--- config.mk ---
export PLATFORM = sky130hd
export DESIGN_NAME = cpu6502_core
export DESIGN_NICKNAME = d
export VERILOG_FILES = /design/src/rtl/cpu6502_core.sv
export SDC_FILE = /design/constraint.sdc
export NUM_CORES = 1
export LEC_CHECK = 0
export CORE_MARGIN = 3
export CORE_UTILIZATION = 65
export DETAILED_ROUTE_END_ITERATION = 6
export GPL_TIMING_DRIVEN = 1
export HOLD_SLACK_MARGIN = 0.1
export PLACE_DENSITY = 0.89
export RECOVER_POWER = 100
export SYNTH_ARGS = -nofsm -noshare
export SYNTH_HDL_FRONTEND = slang
export SYNTH_SLANG_ARGS = --single-unit
--- constraint.sdc ---
create_clock -name clock_i -period 8.1 [get_ports clock_i]
set_input_delay 1.62 -clock clock_i [delete_from_list [all_inputs] [get_ports clock_i]]
set_output_delay 1.62 -clock clock_i [all_outputs]
set_load 0.05 [all_outputs]
--- src/rtl/cpu6502_core.sv ---
// cpu6502_core: divided-clock 6502-subset core with loads, stores, transfers and INC/DEC.
// Optional build macro CPU_ILLEGAL_HALT_EN stops the core on undecoded opcodes.
module cpu6502_core #(
   parameter int unsigned CLOCK_DIVIDER = 12,
   parameter logic [15:0] RESET_VECTOR  = 16'hFFFC
) (
   input  logic        clock_i,
   input  logic        reset_ni,
   input  logic [7:0]  data_i,
   input  logic        data_valid_i,
   output logic [7:0]  data_o,
   output logic [15:0] address_o,
   output logic        address_valid_o,
   output logic        data_valid_o,
   output logic        halted_o
);

   typedef enum logic [3:0] {
      VEC_LO, VEC_HI, FETCH, OPER1, OPER2, INDEX, READ, WRITE, EXEC, HALT
   } state_t;
   typedef enum logic [2:0] {M_IMP, M_IMM, M_ZP, M_ZPI, M_ABS, M_ILL} mode_t;
   typedef enum logic [1:0] {R_A, R_X, R_Y} reg_t;

   state_t      state_q;
   logic [7:0]  div_q, div_d;
   logic        tick, rd_step, step_en;
   logic [15:0] pc_q, pc_inc, address_q, mem_addr;
   logic [7:0]  a_q, x_q, y_q, status_q, op_q, base_q, data_q;
   logic        dv_q;
   logic [7:0]  dec_op, idx_val, st_val, imp_val, ld_val;
   mode_t       mode;
   reg_t        rsel, imp_reg, ld_reg;
   logic        is_store, idx_y, imp_en, ld_en, go_mem;

   assign tick    = (div_q == 8'(CLOCK_DIVIDER - 1));
   assign div_d   = tick ? '0 : div_q + 8'd1;
   assign rd_step = (state_q inside {VEC_LO, VEC_HI, FETCH, OPER1, OPER2, READ});
   assign step_en = tick && (!rd_step || data_valid_i);
   assign pc_inc  = pc_q + 16'd1;
   // Decode the byte on the bus during FETCH, the latched opcode afterwards.
   assign dec_op  = (state_q == FETCH) ? data_i : op_q;
   assign idx_val = idx_y ? y_q : x_q;

   always_comb begin
      mode     = M_ILL;
      rsel     = R_A;
      is_store = 1'b0;
      idx_y    = 1'b0;
      case (dec_op)
         8'hA9: mode = M_IMM;
         8'hA5: mode = M_ZP;
         8'hB5: mode = M_ZPI;
         8'hAD: mode = M_ABS;
         8'hA2: begin mode = M_IMM; rsel = R_X; end
         8'hA6: begin mode = M_ZP;  rsel = R_X; end
         8'hB6: begin mode = M_ZPI; rsel = R_X; idx_y = 1'b1; end
         8'hAE: begin mode = M_ABS; rsel = R_X; end
         8'hA0: begin mode = M_IMM; rsel = R_Y; end
         8'hA4: begin mode = M_ZP;  rsel = R_Y; end
         8'hB4: begin mode = M_ZPI; rsel = R_Y; end
         8'hAC: begin mode = M_ABS; rsel = R_Y; end
         8'h85: begin mode = M_ZP;  is_store = 1'b1; end
         8'h95: begin mode = M_ZPI; is_store = 1'b1; end
         8'h8D: begin mode = M_ABS; is_store = 1'b1; end
         8'h86: begin mode = M_ZP;  rsel = R_X; is_store = 1'b1; end
         8'h8E: begin mode = M_ABS; rsel = R_X; is_store = 1'b1; end
         8'h84: begin mode = M_ZP;  rsel = R_Y; is_store = 1'b1; end
         8'h8C: begin mode = M_ABS; rsel = R_Y; is_store = 1'b1; end
         8'hAA, 8'h8A, 8'hA8, 8'h98, 8'hE8, 8'hC8, 8'hCA, 8'h88, 8'hEA: mode = M_IMP;
         default: mode = M_ILL;
      endcase
   end

   always_comb begin
      case (rsel)
         R_X:     st_val = x_q;
         R_Y:     st_val = y_q;
         default: st_val = a_q;
      endcase
   end

   always_comb begin
      imp_en  = 1'b1;
      imp_reg = R_X;
      imp_val = a_q;
      case (op_q)
         8'hAA: begin imp_reg = R_X; imp_val = a_q; end
         8'h8A: begin imp_reg = R_A; imp_val = x_q; end
         8'hA8: begin imp_reg = R_Y; imp_val = a_q; end
         8'h98: begin imp_reg = R_A; imp_val = y_q; end
         8'hE8: begin imp_reg = R_X; imp_val = x_q + 8'd1; end
         8'hC8: begin imp_reg = R_Y; imp_val = y_q + 8'd1; end
         8'hCA: begin imp_reg = R_X; imp_val = x_q - 8'd1; end
         8'h88: begin imp_reg = R_Y; imp_val = y_q - 8'd1; end
         default: imp_en = 1'b0;
      endcase
   end

   always_comb begin
      ld_en  = 1'b0;
      ld_reg = rsel;
      ld_val = data_i;
      case (state_q)
         OPER1: ld_en = (mode == M_IMM);
         READ:  ld_en = 1'b1;
         EXEC:  begin ld_en = imp_en; ld_reg = imp_reg; ld_val = imp_val; end
         default: ld_en = 1'b0;
      endcase
   end

   // Steps that put the effective address on the bus and branch to READ/WRITE.
   always_comb begin
      go_mem   = 1'b0;
      mem_addr = {data_i, base_q};
      case (state_q)
         OPER1: begin go_mem = (mode == M_ZP); mem_addr = {8'h00, data_i}; end
         OPER2: go_mem = 1'b1;
         INDEX: begin go_mem = 1'b1; mem_addr = {8'h00, 8'(base_q + idx_val)}; end
         default: go_mem = 1'b0;
      endcase
   end

   always_ff @(posedge clock_i or negedge reset_ni) begin
      if (!reset_ni) begin
         state_q   <= VEC_LO;
         div_q     <= '0;
         pc_q      <= '0;
         address_q <= RESET_VECTOR;
         a_q       <= '0;
         x_q       <= '0;
         y_q       <= '0;
         status_q  <= 8'b0011_0100;
         op_q      <= '0;
         base_q    <= '0;
         data_q    <= '0;
         dv_q      <= 1'b0;
      end else begin
         div_q <= div_d;
         if (step_en) begin
            if (ld_en) begin
               case (ld_reg)
                  R_X:     x_q <= ld_val;
                  R_Y:     y_q <= ld_val;
                  default: a_q <= ld_val;
               endcase
               status_q <= {ld_val[7], status_q[6:2], (ld_val == 8'h00), status_q[0]};
            end
            if (state_q inside {FETCH, OPER1, OPER2}) pc_q <= pc_inc;
            if (go_mem) begin
               address_q <= mem_addr;
               state_q   <= is_store ? WRITE : READ;
               dv_q      <= is_store;
               if (is_store) data_q <= st_val;
            end else begin
               case (state_q)
                  VEC_LO: begin
                     pc_q[7:0] <= data_i;
                     address_q <= RESET_VECTOR + 16'd1;
                     state_q   <= VEC_HI;
                  end
                  VEC_HI: begin
                     pc_q[15:8] <= data_i;
                     address_q  <= {data_i, pc_q[7:0]};
                     state_q    <= FETCH;
                  end
                  FETCH: begin
                     op_q      <= data_i;
                     address_q <= pc_inc;
                     case (mode)
                        M_IMP:   state_q <= EXEC;
`ifdef CPU_ILLEGAL_HALT_EN
                        M_ILL:   state_q <= HALT;
`else
                        M_ILL:   state_q <= EXEC;
`endif
                        default: state_q <= OPER1;
                     endcase
                  end
                  OPER1: begin
                     base_q    <= data_i;
                     address_q <= pc_inc;
                     state_q   <= (mode == M_IMM) ? FETCH : ((mode == M_ABS) ? OPER2 : INDEX);
                  end
                  READ, WRITE, EXEC: begin
                     address_q <= pc_q;
                     dv_q      <= 1'b0;
                     state_q   <= FETCH;
                  end
                  default: state_q <= state_q;
               endcase
            end
         end
      end
   end

   assign address_o       = address_q;
   assign data_o          = data_q;
   assign data_valid_o    = dv_q;
   assign address_valid_o = (state_q != HALT);
`ifdef CPU_ILLEGAL_HALT_EN
   assign halted_o        = (state_q == HALT);
`else
   assign halted_o        = 1'b0;
`endif

endmodule

Word level (Yosys, flattened, before mapping)
Index checks and enable logic that the tools add are counted.
- add/sub/neg operators: 7
- equality and inequality tests: 54
- mux-type cells: 30
- bitwise gates (word level): 2
- reduce and logical (&&, ||, !) cells: 36
- operators by type and width (operator ; count):
    == test 8 bit, second input constant ; 36
    case mux 16 bit (4 select lines) ; 1
    two-way mux 16 bit ; 3
    two-way mux 8 bit ; 6
    case mux 8 bit (6 select lines) ; 1
    case mux 16 bit (2 select lines) ; 1
    adder 8 x 1 -> 8 bit, second input constant ; 3
    OR reduction 6 bit ; 4
    adder 16 x 1 -> 16 bit, second input constant ; 1
    == test 4 x 3 -> 1 bit, second input constant ; 4
    case mux 4 bit (4 select lines) ; 1
    case mux 8 bit (2 select lines) ; 1
    subtractor 8 x 1 -> 8 bit, second input constant ; 2
    case mux 3 bit (5 select lines) ; 1
    AND reduction 3 bit ; 5
    nonzero test 5 bit ; 2
    OR reduction 2 bit ; 5
    OR reduction 3 bit ; 3
    OR reduction 9 bit ; 1
    adder 8 bit ; 1
    == test 4 x 2 -> 1 bit, second input constant ; 2
    == test 8 x 4 -> 1 bit, second input constant ; 1
    two-way mux 4 bit ; 2
    case mux 2 bit (2 select lines) ; 2
    other kinds (26) ; 40
- bits in registers: 93
- bits of input ports: 11
- word-level logic and storage cells: 140

Longest topological paths before layout
- depth in word-level cells: 10
- depth in mapped cells: 15

Worst setup path before layout
Ideal clock, no wire load.
- kind: input to register
- start point: in data_i[6]
- end point: reg address_q[7] (netlist: address_o[7])
- library setup time: 0.077 ns
- arrival: 4.384 ns
- setup slack: 3.639 ns
- stages: 13
- path through: clkbuf_1 nand3b_1 nor3_1 a22oi_2 mux2_2 ha_1 a21o_1 a211o_1 a2111oi_0 nor3_1 nor2_1 mux2i_1 a31oi_1
- longest elaborated chain between the ends: 8
- elaborated cells between the ends (all ways): 44
- ends and longest elaborated chain (item ; RTL line ; source):
    start: declaration ; 9 ; input logic [7:0] data_i,
    two-way mux 8 bit (*) ; - ;
    == test 8 bit ; 49 ; case (dec_op)
    OR reduction 9 bit (tied with other cells) ; 49 ;
    case mux 3 bit (5 select lines) ; 49 ;
    == test 3 x 2 -> 1 bit ; 116 ; OPER1: begin go_mem = (mode == M_ZP); mem_addr = {8'h00, data_i}; end
    case mux 1 bit (2 select lines) ; 115 ; case (state_q)
    nonzero test 5 bit (no source line) ; - ;
    AND reduction 2 bit (no source line) ; - ;
    end signal: assignment ; 150 ; address_q <= mem_addr;
    end signal: assignment ; 158 ; address_q <= RESET_VECTOR + 16'd1;
    end signal: assignment ; 163 ; address_q <= {data_i, pc_q[7:0]};
    end: declaration ; 27 ; logic [15:0] pc_q, pc_inc, address_q, mem_addr;
Every way passes the cells marked *; elsewhere a longest branch is shown, timed or not.
A chain may end at the register's enable or synchronous reset.

Worst setup path after layout
- start point: in data_i[7]
- end point: reg data_q[7] (netlist: data_o[7])
- longest elaborated chain between the ends: 7
- elaborated cells between the ends (all ways): 46
- ends and longest elaborated chain (item ; RTL line ; source):
    two-way mux 8 bit (*) ; - ;
    == test 8 bit ; 49 ;
    OR reduction 9 bit (tied with other cells) ; 49 ;
    case mux 3 bit (5 select lines) ; 49 ;
    == test 3 x 2 -> 1 bit ; 116 ;
    case mux 1 bit (2 select lines) ; 115 ;
    AND reduction 3 bit (no source line) ; - ;
    end signal: assignment ; 153 ; if (is_store) data_q <= st_val;
    end: declaration ; 28 ; logic [7:0] a_q, x_q, y_q, status_q, op_q, base_q, data_q;
Marked as above.

==> results.cfg <==
[outcome]
status = finished, violations left
failed_checks = capacitance limit, slew limit

[clock_tree]
clkLatencyLatePin_ns = 0.40
clk_pin_slew_ns = 0.09
postCtsSetupRepairBufs = 0
clock-sinks = 93
clock_tree.root_cell = clkbuf_8
cts_tree = done
clockBufferDepth = 2
cts.repair.resized = 0
h-tree-depth = 3
hold_buffers = 0
cts_buffers = 9

[worst_hold_path]
holdCritStartpoint = address_o[9]
hold_class = reg -> reg

[sta]
layout_setup_ws_ns = 1.656
slew_violations = 125
finalHoldViolations = 0
fin_crit_ns = 6.444
slew_headroom_pct = -120.4
finalClockSkew_ns = 0.01519
hold_slack_ns = 0.4820
setup_viol = 0
fmax_mhz = 155.2
rsz0062_at_grt = no
finalSetupTns_ns = 0
tightest_slew_ns = 3.306
period_share_pct = 79.56

[synthesis]
yosysTopAreaCell = dfrtp_1
synthesis.nets = 838
postSynth.asyncResetShare_pct = 100.0
synth_edf_count = 0
synth.cell_area_um2 = 6963
ys.flop_type = dfrtp_1
yosysTopAreaCellShare_pct = 28.39
synth-seq-area-share_pct = 33.67
synth_cell_types = 83
synth_seq_cells = 93
synth_common_cells = dfrtp_1, nand2_1, o21ai_0
netlist_instances = 798
syn_avg_cell_area_um2 = 8.725
ys_top_cells_by_area = dfrtp_1, mux2_2, dfstp_2
yosysWarnings = 0

[global_routing]
use_met1_pct = 52.05
globalRouteMet3Util_pct = 10.16
antenna_found_initial = 0
met2_usage_pct = 52.70
grt_pass1_vias = 6203
grt_max_degree = 63
grt_overflow = 0
grt_usage_pct = 36.01
grt_pass1_wl_mm = 33.25
grt_busiest_layer = met2

[power]
clockPowerShare_pct = 28.4
p_int_uw = 799.5
p_sw_share_pct = 36.91
comb_power_share_pct = 27.5
cellPowerDensity_nw_per_um2 = 169.1
worst_ir_drop_vdd_mv = 0.1594
seqPwrFrac_pct = 44.1
power_mw = 1.267
switchingPower_uw = 467.8
p_leak_nw = 3.235

[layout]
diodes = 0
syn2layout_area_growth_pct = 7.619
drive_above_1_share_pct = 11.54
fill_cells = 818
nNetsFinal = 841

[worst_setup_path]
crit_required_ns = 8.38
worstSetupPathType = in -> reg
cp_max_fo = 28
cp-startpoint = data_i[7]
timing.rr.start = state_q[2]
cp-end-kind = flip-flop
crit_arrival_ns = 6.72
start_kind = primary input

[die]
die_area_um2 = 11990
core-area_um2 = 10370
chipWidth_um = 109.5
fp-row-count = 37
ios = 38
start_util_pct = 67.15
die_y_um = 109.5

[route]
routed_wl_mm = 20.63
vias_per_cell = 7.062
drc = 0
dr.pass1.iters = 6
initialDrtViolationCount = 934
wl_per_cell_um = 21.90
final_antenna_net_count = 0
vias = 6652

[flow_run]
cap_violations = 3

[place]
dp_hpwl_mm = 14.68
portBuffers = 36
dp_slack_ns = 2.551
gp_congestion = 0.9951
==> path summary, 6_finish.rpt <==
path / to / slack, ns / depth (start not counted)
min in group asynchronous: pc_q[13] / 1.67 / 1
max in group asynchronous: pc_q[9] / 2.55 / 2
max: data_o[7] / 1.66 / 7
max reg2reg: data_o[7] / 2.80 / 6
min reg2reg: address_o[9] / 0.48 / 2
min: address_o[9] / 0.48 / 2
==> critical path: stages <==
cell	delay, ns
dlygate4sd3_1	0.89
or3b_1	0.49
nor3_1	0.22
o2111ai_1	0.17
a21oi_1	1.66
nand3_1	1.11
mux2_2	0.55
==> metal layers <==
metal,up-vias,share of wire [%],wire length [um]
met5,-,0,0
met4,0,2.2,455
met3,52,11,2316
met2,413,45,9198
met1,3203,42,8663
li1,2984,-,-
==> per-stage QoR <==
step                      utilization [%]  cell area [um2]  std cells
after global routing                72.26             7493        942
final                               72.26             7493        942
after floorplan                         -             6963        798
after global placement              70.78             7340        926
after CTS                           72.91             7561        942
after detailed placement            70.78             7340        926
==> sequential cells by signal (all words and copies together) (netlist names) <==
signal        flops
a_q               8
address_o        16
base_q            8
data_o            8
data_valid_o      1
div_q             8
op_q              8
pc_q             16
state_q           4
x_q               8
y_q               8
==> area by class of cell <==
| type | count | area (um2) | share of cell area (%) |
|---|---|---|---|
| multi-input combinational | 636 | 4290 | 57.25 |
| clock buffer | 10 | 127.6 | 1.703 |
| inverter | 17 | 63.81 | 0.8516 |
| clock inverter | 6 | 93.84 | 1.252 |
| tap | 136 | 170.2 | 2.271 |
| sequential | 93 | 2345 | 31.29 |
| timing repair buffer | 44 | 402.9 | 5.377 |
==> power by group through the flow <==
stage | Sequential, mW | Combinational [mW] | Clock [mW]
final | 0.559 | 0.349 | 0.360
after global routing | 0.565 | 0.378 | 0.380
after CTS | 0.557 | 0.349 | 0.366
after detailed placement | 0.566 | 0.346 | 0
after global placement | 0.564 | 0.342 | 0
after floorplan | 0.597 | 0.206 | 0
==> kinds of logic (layout without fill, tap and decap cells) <==
group                      count (synthesis)  in the layout  share of synthesized area, %
and+or+nand+nor                          272            272                         20.29
AOI/OAI and AO/OA                        251            251                         24.01
DFF                                       93             93                         33.67
buffers and inverters                     69             77                         4.025
muxes                                     60             60                         9.506
adders and majority gates                 30             30                         5.678
xor gates and xnor gates                  22             22                         2.767
other                                      1              1                       0.05386
==> placed cells by master (no fill, tap or decap), types with 6 or more instances in the layout <==
cell,count
mux2i_1,11
nor3_1,21
ha_1,26
a22oi_1,17
a22o_1,7
dfrtp_1,79
a221oi_1,8
xor2_1,13
xnor2_1,9
nand3_1,31
dlygate4sd3_1,30
o31ai_1,6
and3_1,9
or3_1,6
nor4_1,10
a31oi_1,16
mux2_2,44
clkbuf_8,9
inv_1,17
o21ai_0,62
o22a_1,10
nor2b_1,6
dfstp_2,14
a21oi_1,54
a211oi_1,11
nand2b_1,8
nand2_1,80
nor3b_1,6
a21o_1,9
o2111ai_1,6
nor2_1,60
nand3b_1,7
Note: power is estimated with default switching activity, not from simulation.
